===== src/rtl/csa_mp_ctrl.sv =====
// rtl/csa_mp_ctrl.sv - multi-precision add/subtract sequencer over one 8-bit carry-select adder
// Optional subtract path enabled by defining CSA_MP_SUB_EN.

module csa_8 (
  input  logic [7:0] a_i,
  input  logic [7:0] b_i,
  input  logic       cin_i,
  output logic [7:0] s_o,
  output logic       cout_o
);
  logic [4:0] lo;
  logic [4:0] hi0;
  logic [4:0] hi1;

  // Upper nibble is precomputed for both carries; the lower nibble's carry selects.
  assign lo  = {1'b0, a_i[3:0]} + {1'b0, b_i[3:0]} + {4'b0000, cin_i};
  assign hi0 = {1'b0, a_i[7:4]} + {1'b0, b_i[7:4]};
  assign hi1 = hi0 + 5'd1;

  assign s_o[3:0]          = lo[3:0];
  assign {cout_o, s_o[7:4]} = lo[4] ? hi1 : hi0;
endmodule

module csa_mp_ctrl #(
  parameter int BYTES = 4
) (
  input  logic               clk_i,
  input  logic               rst_i,
  input  logic               in_valid_i,
  output logic               in_ready_o,
  input  logic [8*BYTES-1:0] a_i,
  input  logic [8*BYTES-1:0] b_i,
  input  logic               cin_i,
`ifdef CSA_MP_SUB_EN
  input  logic               sub_i,
`endif
  output logic               out_valid_o,
  input  logic               out_ready_i,
  output logic [8*BYTES-1:0] sum_o,
  output logic               cout_o,
  output logic               ovf_o,
  output logic               busy_o
);
  localparam int IW = $clog2(BYTES);
  localparam int W  = 8 * BYTES;

  typedef enum logic [1:0] {
    IDLE = 2'd0,
    RUN  = 2'd1,
    DONE = 2'd2
  } state_t;

  state_t          state_q, state_d;
  logic [IW-1:0]   idx_q, idx_d;
  logic            carry_q, carry_d;
  logic [W-1:0]    a_q, a_d;
  logic [W-1:0]    b_q, b_d;
  logic [W-1:0]    sum_q, sum_d;
  logic            cout_q, cout_d;
  logic            ovf_q, ovf_d;
`ifdef CSA_MP_SUB_EN
  logic            sub_q, sub_d;
`endif

  logic [7:0] a_byte;
  logic [7:0] b_eff;
  logic [7:0] byte_sum;
  logic       byte_cout;

  assign a_byte = a_q[{idx_q, 3'b000} +: 8];
`ifdef CSA_MP_SUB_EN
  assign b_eff  = b_q[{idx_q, 3'b000} +: 8] ^ {8{sub_q}};
`else
  assign b_eff  = b_q[{idx_q, 3'b000} +: 8];
`endif

  csa_8 u_csa (
    .a_i    (a_byte),
    .b_i    (b_eff),
    .cin_i  (carry_q),
    .s_o    (byte_sum),
    .cout_o (byte_cout)
  );

  assign in_ready_o  = (state_q == IDLE) & ~rst_i;
  assign busy_o      = (state_q != IDLE);
  assign out_valid_o = (state_q == DONE);
  assign sum_o       = sum_q;
  assign cout_o      = cout_q;
  assign ovf_o       = ovf_q;

  always_comb begin
    state_d = state_q;
    idx_d   = idx_q;
    carry_d = carry_q;
    a_d     = a_q;
    b_d     = b_q;
    sum_d   = sum_q;
    cout_d  = cout_q;
    ovf_d   = ovf_q;
`ifdef CSA_MP_SUB_EN
    sub_d   = sub_q;
`endif
    case (state_q)
      IDLE: begin
        if (in_valid_i && in_ready_o) begin
          a_d     = a_i;
          b_d     = b_i;
          idx_d   = '0;
`ifdef CSA_MP_SUB_EN
          sub_d   = sub_i;
          carry_d = sub_i ? 1'b1 : cin_i;
`else
          carry_d = cin_i;
`endif
          state_d = RUN;
        end
      end
      RUN: begin
        sum_d[{idx_q, 3'b000} +: 8] = byte_sum;
        carry_d = byte_cout;
        if (idx_q == IW'(BYTES - 1)) begin
          cout_d  = byte_cout;
          // Overflow: operands agree in sign but the result sign differs.
          ovf_d   = (a_byte[7] == b_eff[7]) && (byte_sum[7] != a_byte[7]);
          state_d = DONE;
        end else begin
          idx_d = idx_q + IW'(1);
        end
      end
      DONE: begin
        if (out_ready_i) begin
          state_d = IDLE;
        end
      end
      default: state_d = IDLE;
    endcase
  end

  always_ff @(posedge clk_i or posedge rst_i) begin
    if (rst_i) begin
      state_q <= IDLE;
      idx_q   <= '0;
      carry_q <= 1'b0;
      a_q     <= '0;
      b_q     <= '0;
      sum_q   <= '0;
      cout_q  <= 1'b0;
      ovf_q   <= 1'b0;
`ifdef CSA_MP_SUB_EN
      sub_q   <= 1'b0;
`endif
    end else begin
      state_q <= state_d;
      idx_q   <= idx_d;
      carry_q <= carry_d;
      a_q     <= a_d;
      b_q     <= b_d;
      sum_q   <= sum_d;
      cout_q  <= cout_d;
      ovf_q   <= ovf_d;
`ifdef CSA_MP_SUB_EN
      sub_q   <= sub_d;
`endif
    end
  end
endmodule

===== config.mk =====
export PLATFORM = sky130hd
export DESIGN_NAME = csa_mp_ctrl
export DESIGN_NICKNAME = d
export VERILOG_FILES = /design/src/rtl/csa_mp_ctrl.sv
export SDC_FILE = /design/constraint.sdc
export NUM_CORES = 1
export LEC_CHECK = 0
export BUFFER_PORTS_ARGS = -buffer_cell sky130_fd_sc_hd__buf_2
export CAP_MARGIN = 20
export CORE_ASPECT_RATIO = 1.1
export CORE_MARGIN = 4
export CORE_UTILIZATION = 54
export CTS_CLUSTER_DIAMETER = 80
export DETAILED_ROUTE_END_ITERATION = 8
export GPL_ROUTABILITY_DRIVEN = 0
export HOLD_SLACK_MARGIN = 0.08
export PLACE_DENSITY = 0.88
export SYNTH_ARGS = -nofsm -noshare
export SYNTH_HDL_FRONTEND = slang
export SYNTH_SLANG_ARGS = --single-unit
export TNS_END_PERCENT = 10

===== constraint.sdc =====
create_clock -name clk_i -period 4.7 [get_ports clk_i]
set_clock_uncertainty 0.2 [all_clocks]
set_input_delay 1.175 -clock clk_i [delete_from_list [all_inputs] [get_ports clk_i]]
set_output_delay 1.175 -clock clk_i [all_outputs]
set_load 0.005 [all_outputs]

; Word-level counts from Yosys, hierarchy flattened
; Index checks and enable logic that the tools add are counted.
[word_totals]
ff_bits = 103
[op_classes]
addsub = 6
n_reduce_logical = 10
eq_ne = 9
muxes = 11
n_bitwise = 2
n_shift = 4
[op_table]
columns = operator, n
row1 = $shiftx A32 B6 Y8, 2
row2 = $bwmux W32, 1
row3 = $shift A8 B7 Y32 const A, 1
row4 = $shiftx A8 B7 Y32, 1
row5 = $add A4 B4 Y5, 2
row6 = $mux W2, 5
row7 = $neg A5 Y7, 1
row8 = $pmux W2 S3, 1
row9 = $reduce_and A2 Y1, 3
row10 = $reduce_and A3 Y1, 2
row11 = $add A5 B1 Y5, 1
row12 = $add A5 B1 Y5 const B, 1
row13 = $mux W5, 1
row14 = $eq A2 B2 Y1 const B, 2
row15 = $ne A2 B1 Y1 const B, 2
row16 = $ne A2 B2 Y1 const B, 2
row17 = $pmux W2 S2, 1
row18 = $reduce_bool A2 Y1, 2
row19 = $add A2 B1 Y2 const B, 1
row20 = $eq A2 B1 Y1 const B, 1
row21 = $logic_and A1 B1 Y1, 2
row22 = $logic_not A2 Y1, 1
row23 = $pmux W1 S2, 1
row24 = $and A1 B1 Y1, 1
row25 = other kinds (4), 4

; Logic depth before layout (Yosys ltp)
; Gate-level depths: netlist of the first run.
[logic_depth]
depth_word = 6
mapped_depth = 13
depth_no_buf = 11

; Cells and area by module
; From an unflattened synthesis of the first run, not the netlist that was laid out.
[unflattened]
cells_unflattened = 323
hier_area_um2 = 4754.6
[modules_own_cells]
columns = module, area_per_inst_um2, n_inst, cells_each
row1 = csa_mp_ctrl, 4364.2, 1, 272
row2 = csa_8, 390.4, 1, 51

; Least setup slack after synthesis of the first run
; No wires, ideal clock.
[synth_timing]
kind = register to register
start = register idx_q[0]
end = register carry_q
n_path_buf = 2
slack_ns = 1.264
path_stages_with_launch = 14
t_arrival_ns = 3.113
setup_ns = 0.123
t_required_ns = 4.377
synth_period_minus_slack_ns = 3.436
cell_sequence = dfrtp_1 buf_4 buf_2 mux4_2 ha_1 inv_1 fa_1 inv_1 ha_1 inv_1 a2111o_1 a211o_2 o221ai_1 nor2_1
[synth_via]
elab_chain_len = 5
[synth_rtl]
columns = element, line
row1 = start: declaration, 54  ; logic [IW-1:0] idx_q, idx_d;
row2 = start signal: assignment, 155  ; idx_q <= idx_d;
row3 = "$shiftx A32 B6 Y8, on equally long branches", "70, 74"
row4 = "$add A4 B4 Y5, on equally long branches", "17, 16"
row5 = "$add A5 B1 Y5, on equally long branches", "18, 16"
row6 = $mux W5 (*), 21  ; assign {cout_o, s_o[7:4]} = lo[4] ? hi1 : hi0;
row7 = $pmux W1 S2 (*), 104  ; case (state_q)
row8 = end signal: assignment, 156  ; carry_q <= carry_d;
row9 = end: declaration, 55  ; logic carry_q, carry_d;
; Mark *: on every way between the ends. The rest lies on a longest branch, timed or not.
; A chain may end at the register's enable or synchronous reset.

; Final worst setup path of the first run
; Same ends and word-level chain as after synthesis.

==> summary.md, run 1 <==
| Metric | Value |
|---|---|
| Drt pass-1 iters | `4` |
| Fin. Hold Viols | `0` |
| Final-stage net count | `529` |
| CTS-repair resized insts | `0` |
| Die area | `10400 µm²` |
| Non-Filler Instances | `559` |
| Synth unique cells | `42` |
| HPWL Detailed | `7750 µm` |
| Maxcap violations | `0` |
| Mux contribution to synthesized area | `23.0%` |
| Ys async rst share | `100%` |
| H-tree depth | `3` |
| Initial drt markers | `134` |
| Setup violations, final | `0` |
| Dpl cells | `543` |
| CTS tree | `done` |
| Remaining global-route overflow | `0` |
| Yosys top cell area share | `53.8%` |
| Worst slack, placed | `1020 ps` |
| Num rows | `35` |
| Slew @ Worst Pin | `978 ps` |
| Buffers on Ports | `105` |
| Area of the mapped netlist | `4790 µm²` |
| Mean area per synthesized cell | `14.2 µm²` |
| CP Capture Point | `carry_q` |
| Area of the multi-input gates | `2060 µm²` |
| Slowest-stage cell, CP | `dfrtp_1` |
| Mapped Nets | `423` |
| Tot GR Track Use | `20.5%` |
| Synth area leader | `dfrtp_1` |
| CP cell instances | `buf_4 > mux4_2 > ha_1 > inv_1 > fa_1 > inv_1 > ha_1 > inv_1 > a2111o_1 > a211o_2 > o221ai_1 > nor2_1` |
| Share of cells above drive strength 1 | `48.2%` |
| Post-synthesis sequential area ratio | `53.8%` |
| Fmax | `0.271 GHz` |
| Status | `completed` |
| CTS buffer count | `9` |
| Antenna violations before repair | `0` |
| Yosys warnings | `0` |
| Crit path launch | `idx_q[0]` |
| Worst R2R End | `carry_q` |
| Synth Area in Compound Gates | `7.99%` |
| Cell Pwr Density | `838 nW/µm²` |
| Startpoint types | `flop` |
| Die height | `107 µm` |
| Post-synth EDFFs | `0` |
| WL final | `10100 µm` |
| Routed Antenna Nets | `0` |
| Root buffer cell | `clkbuf_8` |
| Max Slew Vio Count | `0` |
| Worst Hold Class | `reg -> reg` |
| First-pass GRT wire length | `16800 µm` |
| Synth cell count leaders | `dfrtp_1, mux2_2, a22o_1` |
| FF+latch count, synth | `103` |
| Reg2reg setup slack | `1020 ps` |
| CP Class | `reg -> reg` |
| Clock sink total | `103` |
| Wire length per cell | `18.1 µm` |
| # hold bufs at CTS | `0` |
| Final Cycle Share | `78.4%` |
| Synth Instances | `337` |
| Initial Util | `56.4%` |
| Synth-to-layout area growth | `16.8%` |
| Setup tns final | `0 ps` |
| PnR worst setup slack | `1020 ps` |
| Period minus WS final | `3680 ps` |
| Synth area leaders | `dfrtp_1, mux2_2, mux4_2` |
| Relative slew margins | `34.8%` |
| Core ar. | `8500 µm²` |
| Synth Area in XOR/XNOR | `1.80%` |
| Largest family of logic cells by synthesized area | `multiplexers` |
| Req. time, crit path | `4760 ps` |
| Total power | `4.68 mW` |
| Crit Reg-Reg Startpoint | `idx_q[0]` |
| LEAKAGE | `2.66 nW` |
| WHS | `284 ps` |
| Crit. End Element | `flop` |
| Most frequent CP cell | `inv_1` |
| DR vias | `3144` |
| Hold_sp | `sum_o[9]` |
| Post-synth top flop | `dfrtp_1` |
| DRC | `0` |
| Final core utilization | `65.8%` |
| Via-per-instance ratio | `5.62` |
| Post-synthesis adder-cell area fraction | `4.91%` |
| Biggest cell delay along the critical path | `760 ps` |
| Worst reg2reg path depth | `12` |
| Max Root-Sink Buffers | `2` |
| Number of fill cells in the layout | `648` |
| CP Data Arrival Time | `3740 ps` |
| Clock transition at path regs | `90 ps` |
| Cell with the most instances after synthesis | `dfrtp_1` |
| Storage element area | `2580 µm²` |
| Worst-case vdd ir drop | `0.551 mV` |
| RSZ-0062 raised after global routing | `false` |
| Placed cell areas | `5390 µm²` |
| CP max FO | `14` |
| Post-Synth Simple-Gate Area | `5.20%` |
| Diodes inserted | `0` |
| Finished Cell Area | `5590 µm²` |
| Largest net degree at the start of global routing | `82` |
| Post-CTS setup buffer count | `0` |
| I/O Pins | `106` |
| Die X | `97.8 µm` |
| Vias in the first global route | `3353` |
| Worst skew pair latency | `380 ps` |
## cells in the final DEF, fill, tap and decap left out, types with 2 or more instances in the layout
cell type	instances
inv_1	13
clkbuf_8	11
mux4_2	16
or2_2	2
a22o_1	24
o21ai_0	11
buf_4	5
fa_1	3
nor3_1	2
a21o_1	2
nand3b_1	2
nand4_1	2
a21oi_1	5
ha_1	14
nand2_1	20
buf_2	105
xor2_1	4
xnor2_1	4
inv_6	2
nor2_1	7
nand2b_1	3
dfrtp_1	103
mux2_2	65
## critical path, delay by kind of cell, from the launching register on
family | cells | cell delay [ps]
fa+ha+maj | 3 | 840
mux | 1 | 320
compound gates | 3 | 840
simple gates | 1 | 70
buf+inv | 4 | 540
flops | 1 | 760
## power by group
part / internal (mW) / switching (mW) / leakage [nW] / total [mW]
Combinational: 1.18 / 1.40 / 1.28 / 2.57
Sequential: 1.30 / 0.263 / 1.28 / 1.56
Clock: 0.231 / 0.320 / 0.0993 / 0.551
## how the worst min path moves through the flow
stage           endpoint  slack, ps  cells past startpoint
6_report        sum_o[9]        280                      2
5_1_grt        sum_o[27]        330                      1
3_3_place_gp    sum_o[9]        260                      2
3_5_place_dp    sum_o[9]        260                      2
2_1_floorplan      ovf_o        270                      2
4_1_cts         sum_o[9]        290                      2
## logic make-up (layout without fill, tap and decap cells)
group,after synthesis,after routing
compound gates,49,49
xor+xnor,9,9
fa+ha+maj,17,17
buf+inv,29,140
flops,103,103
mux,82,82
simple gates,48,48
## layer usage
layer	share of wire, %	GRT usage [%]	up-vias
li1	-	-	1439
met3	6.0	4.81	11
met2	52	35.1	95
met4	1.4	6.13	0
met5	0	0	-
met1	41	26.2	1599
## sequential cells by signal, indices dropped and copies added (netlist names)
signal	flops
b_q	32
a_q	32
carry_q	1
state_q	2
ovf_o	1
idx_q	2
sum_o	32
cout_o	1
## final cells by class
class                   count  area share (%)
clock inverters             5           0.895
flip-flops and latches    103            46.1
repair buffers            110            10.1
inverters                  14           0.984
clock buffers              11            2.71
well taps                 111            2.48
multi-input cells         205            36.8
No activity file was read; power rests on OpenSTA's default activity.
==> inputs of run 2 (changes only) <==
Settings changed: CORE_UTILIZATION 54 to 49, PLACE_DENSITY 0.88 to 0.84.
Clock period 4.7 ns to 3.2 ns, I/O delays scaled along.
==> summary.md, run 2 (synthesis gave the netlist of run 1 again) <==
| Metric | Value |
|---|---|
| Maxcap violations | `0 (unchanged)` |
| Metal3 WL | `665 µm (+10%)` |
| CTS buffer count | `9 (unchanged)` |
| Max Slew Vio Count | `0 (unchanged)` |
| Initial drt markers | `116 (-13%)` |
| HPWL Detailed | `8050 µm (+3.9%)` |
| Reg2reg setup slack | `80 ps (-940 ps)` |
| CP max FO | `4 (-10)` |
| Setup tns final | `0 ps (unchanged)` |
| Final Cycle Share | `97.5% (+19 points)` |
| Fin. Hold Viols | `0 (unchanged)` |
| Max Root-Sink Buffers | `2 (unchanged)` |
| Worst-case vdd ir drop | `0.891 mV (+62%)` |
| DR vias | `3121 (-0.73%)` |
| Die height | `112 µm (+4.6%)` |
| # hold bufs at CTS | `0 (unchanged)` |
| Slowest-stage cell, CP | `mux4_2` |
| Hold_sp | `sum_o[17]` |
| Fmax | `0.320 GHz (+18%)` |
| Crit. End Element | `flop` |
| Clock transition at path regs | `100 ps (about the same)` |
| Most frequent CP cell | `inv_1` |
| Startpoint types | `flop` |
| Core ar. | `9440 µm² (+11%)` |
| M1 WL | `4320 µm (+5.4%)` |
| Total power | `7.28 mW (+55%)` |
| CP Data Arrival Time | `3180 ps (-560 ps)` |
| Non-Filler Instances | `570 (+2.0%)` |
| Worst hold endpoint | `sum_o[17]` |
| Clock sink total | `103 (unchanged)` |
| Period minus WS final | `3120 ps (-563 ps)` |
| DRC | `0 (unchanged)` |
| Worst skew pair latency | `360 ps (-20 ps)` |
| H-tree depth | `3 (unchanged)` |
| Relative slew margins | `41.9% (+7.1 points)` |
| Uppermost layer routed | `met4` |
| Buffers on Ports | `105 (unchanged)` |
| RSZ-0062 raised after global routing | `true` |
| WL final | `10400 µm (+3.1%)` |
| Final-stage net count | `536 (+1.3%)` |
| Vias in the first global route | `3399 (+1.4%)` |
| Commonest non-fill, non-tap cell in the layout | `buf_2` |
| Wire length per cell | `18.3 µm (+1.1%)` |
| Most frequent cells in the layout | `buf_2, dfrtp_1, mux2_2` |
| Largest net degree at the start of global routing | `52 (-37%)` |
| Share of cells above drive strength 1 | `50.3% (+2.1 points)` |
| Finished Cell Area | `5750 µm² (+2.8%)` |
| Diodes inserted | `0 (unchanged)` |
| Crit path launch | `idx_q[0]` |
| Tot GR Track Use | `19.3% (-1.2 points)` |
| Worst Hold Class | `reg -> reg` |
| CTS tree | `done` |
| Crit Reg-Reg Startpoint | `idx_q[0]` |
| First-pass GRT wire length | `17300 µm (+3.1%)` |
| Met2 wire len | `5280 µm (+0.27%)` |
| Routed Antenna Nets | `0 (unchanged)` |
| LEAKAGE | `2.72 nW (+2.1%)` |
| CP Class | `reg -> reg` |
| Placed cell areas | `5500 µm² (+1.9%)` |
| Status | `completed` |
| Setup violations, final | `0 (unchanged)` |
| Remaining global-route overflow | `0 (unchanged)` |
| Worst R2R End | `carry_q` |
| Root buffer cell | `clkbuf_8` |
| I/O Pins | `106 (unchanged)` |
| CP cell instances | `mux4_2 > ha_2 > inv_1 > fa_1 > inv_1 > ha_1 > inv_1 > a2111o_1 > a211o_2 > o221ai_2 > nor2_1` |
| Die area | `11400 µm² (+9.4%)` |
| Antenna violations before repair | `0 (unchanged)` |
| Cell Pwr Density | `1270 nW/µm² (+51%)` |
| Hold path cells | `2 (unchanged)` |
| Synth-to-layout area growth | `20.0%` |
| Via-per-instance ratio | `5.48 (-2.6%)` |
| Req. time, crit path | `3260 ps (-1500 ps)` |
| Num rows | `37 (+5.7%)` |
| Slew @ Worst Pin | `864 ps (-113 ps)` |
| Die X | `102 µm (+4.6%)` |
| Initial Util | `50.7% (-5.7 points)` |
| Drt pass-1 iters | `4 (unchanged)` |
| Biggest cell delay along the critical path | `520 ps (-240 ps)` |
| WHS | `295 ps (+10.7 ps)` |
| Worst reg2reg path depth | `11 (-1)` |
| Dpl cells | `555 (+2.2%)` |
run 2: worst max-delay path by stage:
stage	depth (start not counted)	endpoint
after CTS	10	carry_q
after floorplan	13	carry_q
after global placement	11	carry_q
after detailed placement	10	carry_q
final	11	carry_q
after global routing	11	carry_q
run 2: layer usage:
metal | up-vias | GRT usage, %
met3 | 14 | 4.39
met2 | 104 | 32.5
met4 | 0 | 4.29
met5 | - | 0
met1 | 1542 | 25.4
li1 | 1461 | -
run 2: repair_timing:
action,in CTS,in global routing
resized for setup,2,8
buffers inserted,0,1
pin swaps,0,4
setup endpoints to repair,1,18
run 2: worst max-delay path, delay by kind of cell, from the launching register on:
kind | cells | cell delay (ps)
AOI/OAI and AO/OA | 3 | 810
adders and majority gates | 3 | 790
buffers and inverters | 3 | 190
DFF | 1 | 440
muxes | 1 | 520
and+or+nand+nor | 1 | 70
run 2: cell type report:
type / instances / area [µm²]
clock buffer: 9 / 124
clock inverter: 5 / 83.8
fill: 731 / 3700
inverter: 14 / 56.3
multi-input combinational: 205 / 2080
sequential: 103 / 2580
tap: 117 / 146
timing repair buffer: 117 / 673
run 2: report_power, final:
group	switching, mW	internal (mW)
clock	0.438	0.435
combinational	2.22	1.93
sequential	0.352	1.91
total	3.01	4.27
run 2: per-stage QoR:
step | utilization, % | setup WS, ps
floorplan | - | -236
global placement | 58.2 | 89.1
detailed placement | 58.2 | -7.42
CTS | 60.4 | 1.25
global route | 60.9 | -43.2
finish | 60.9 | 79.4
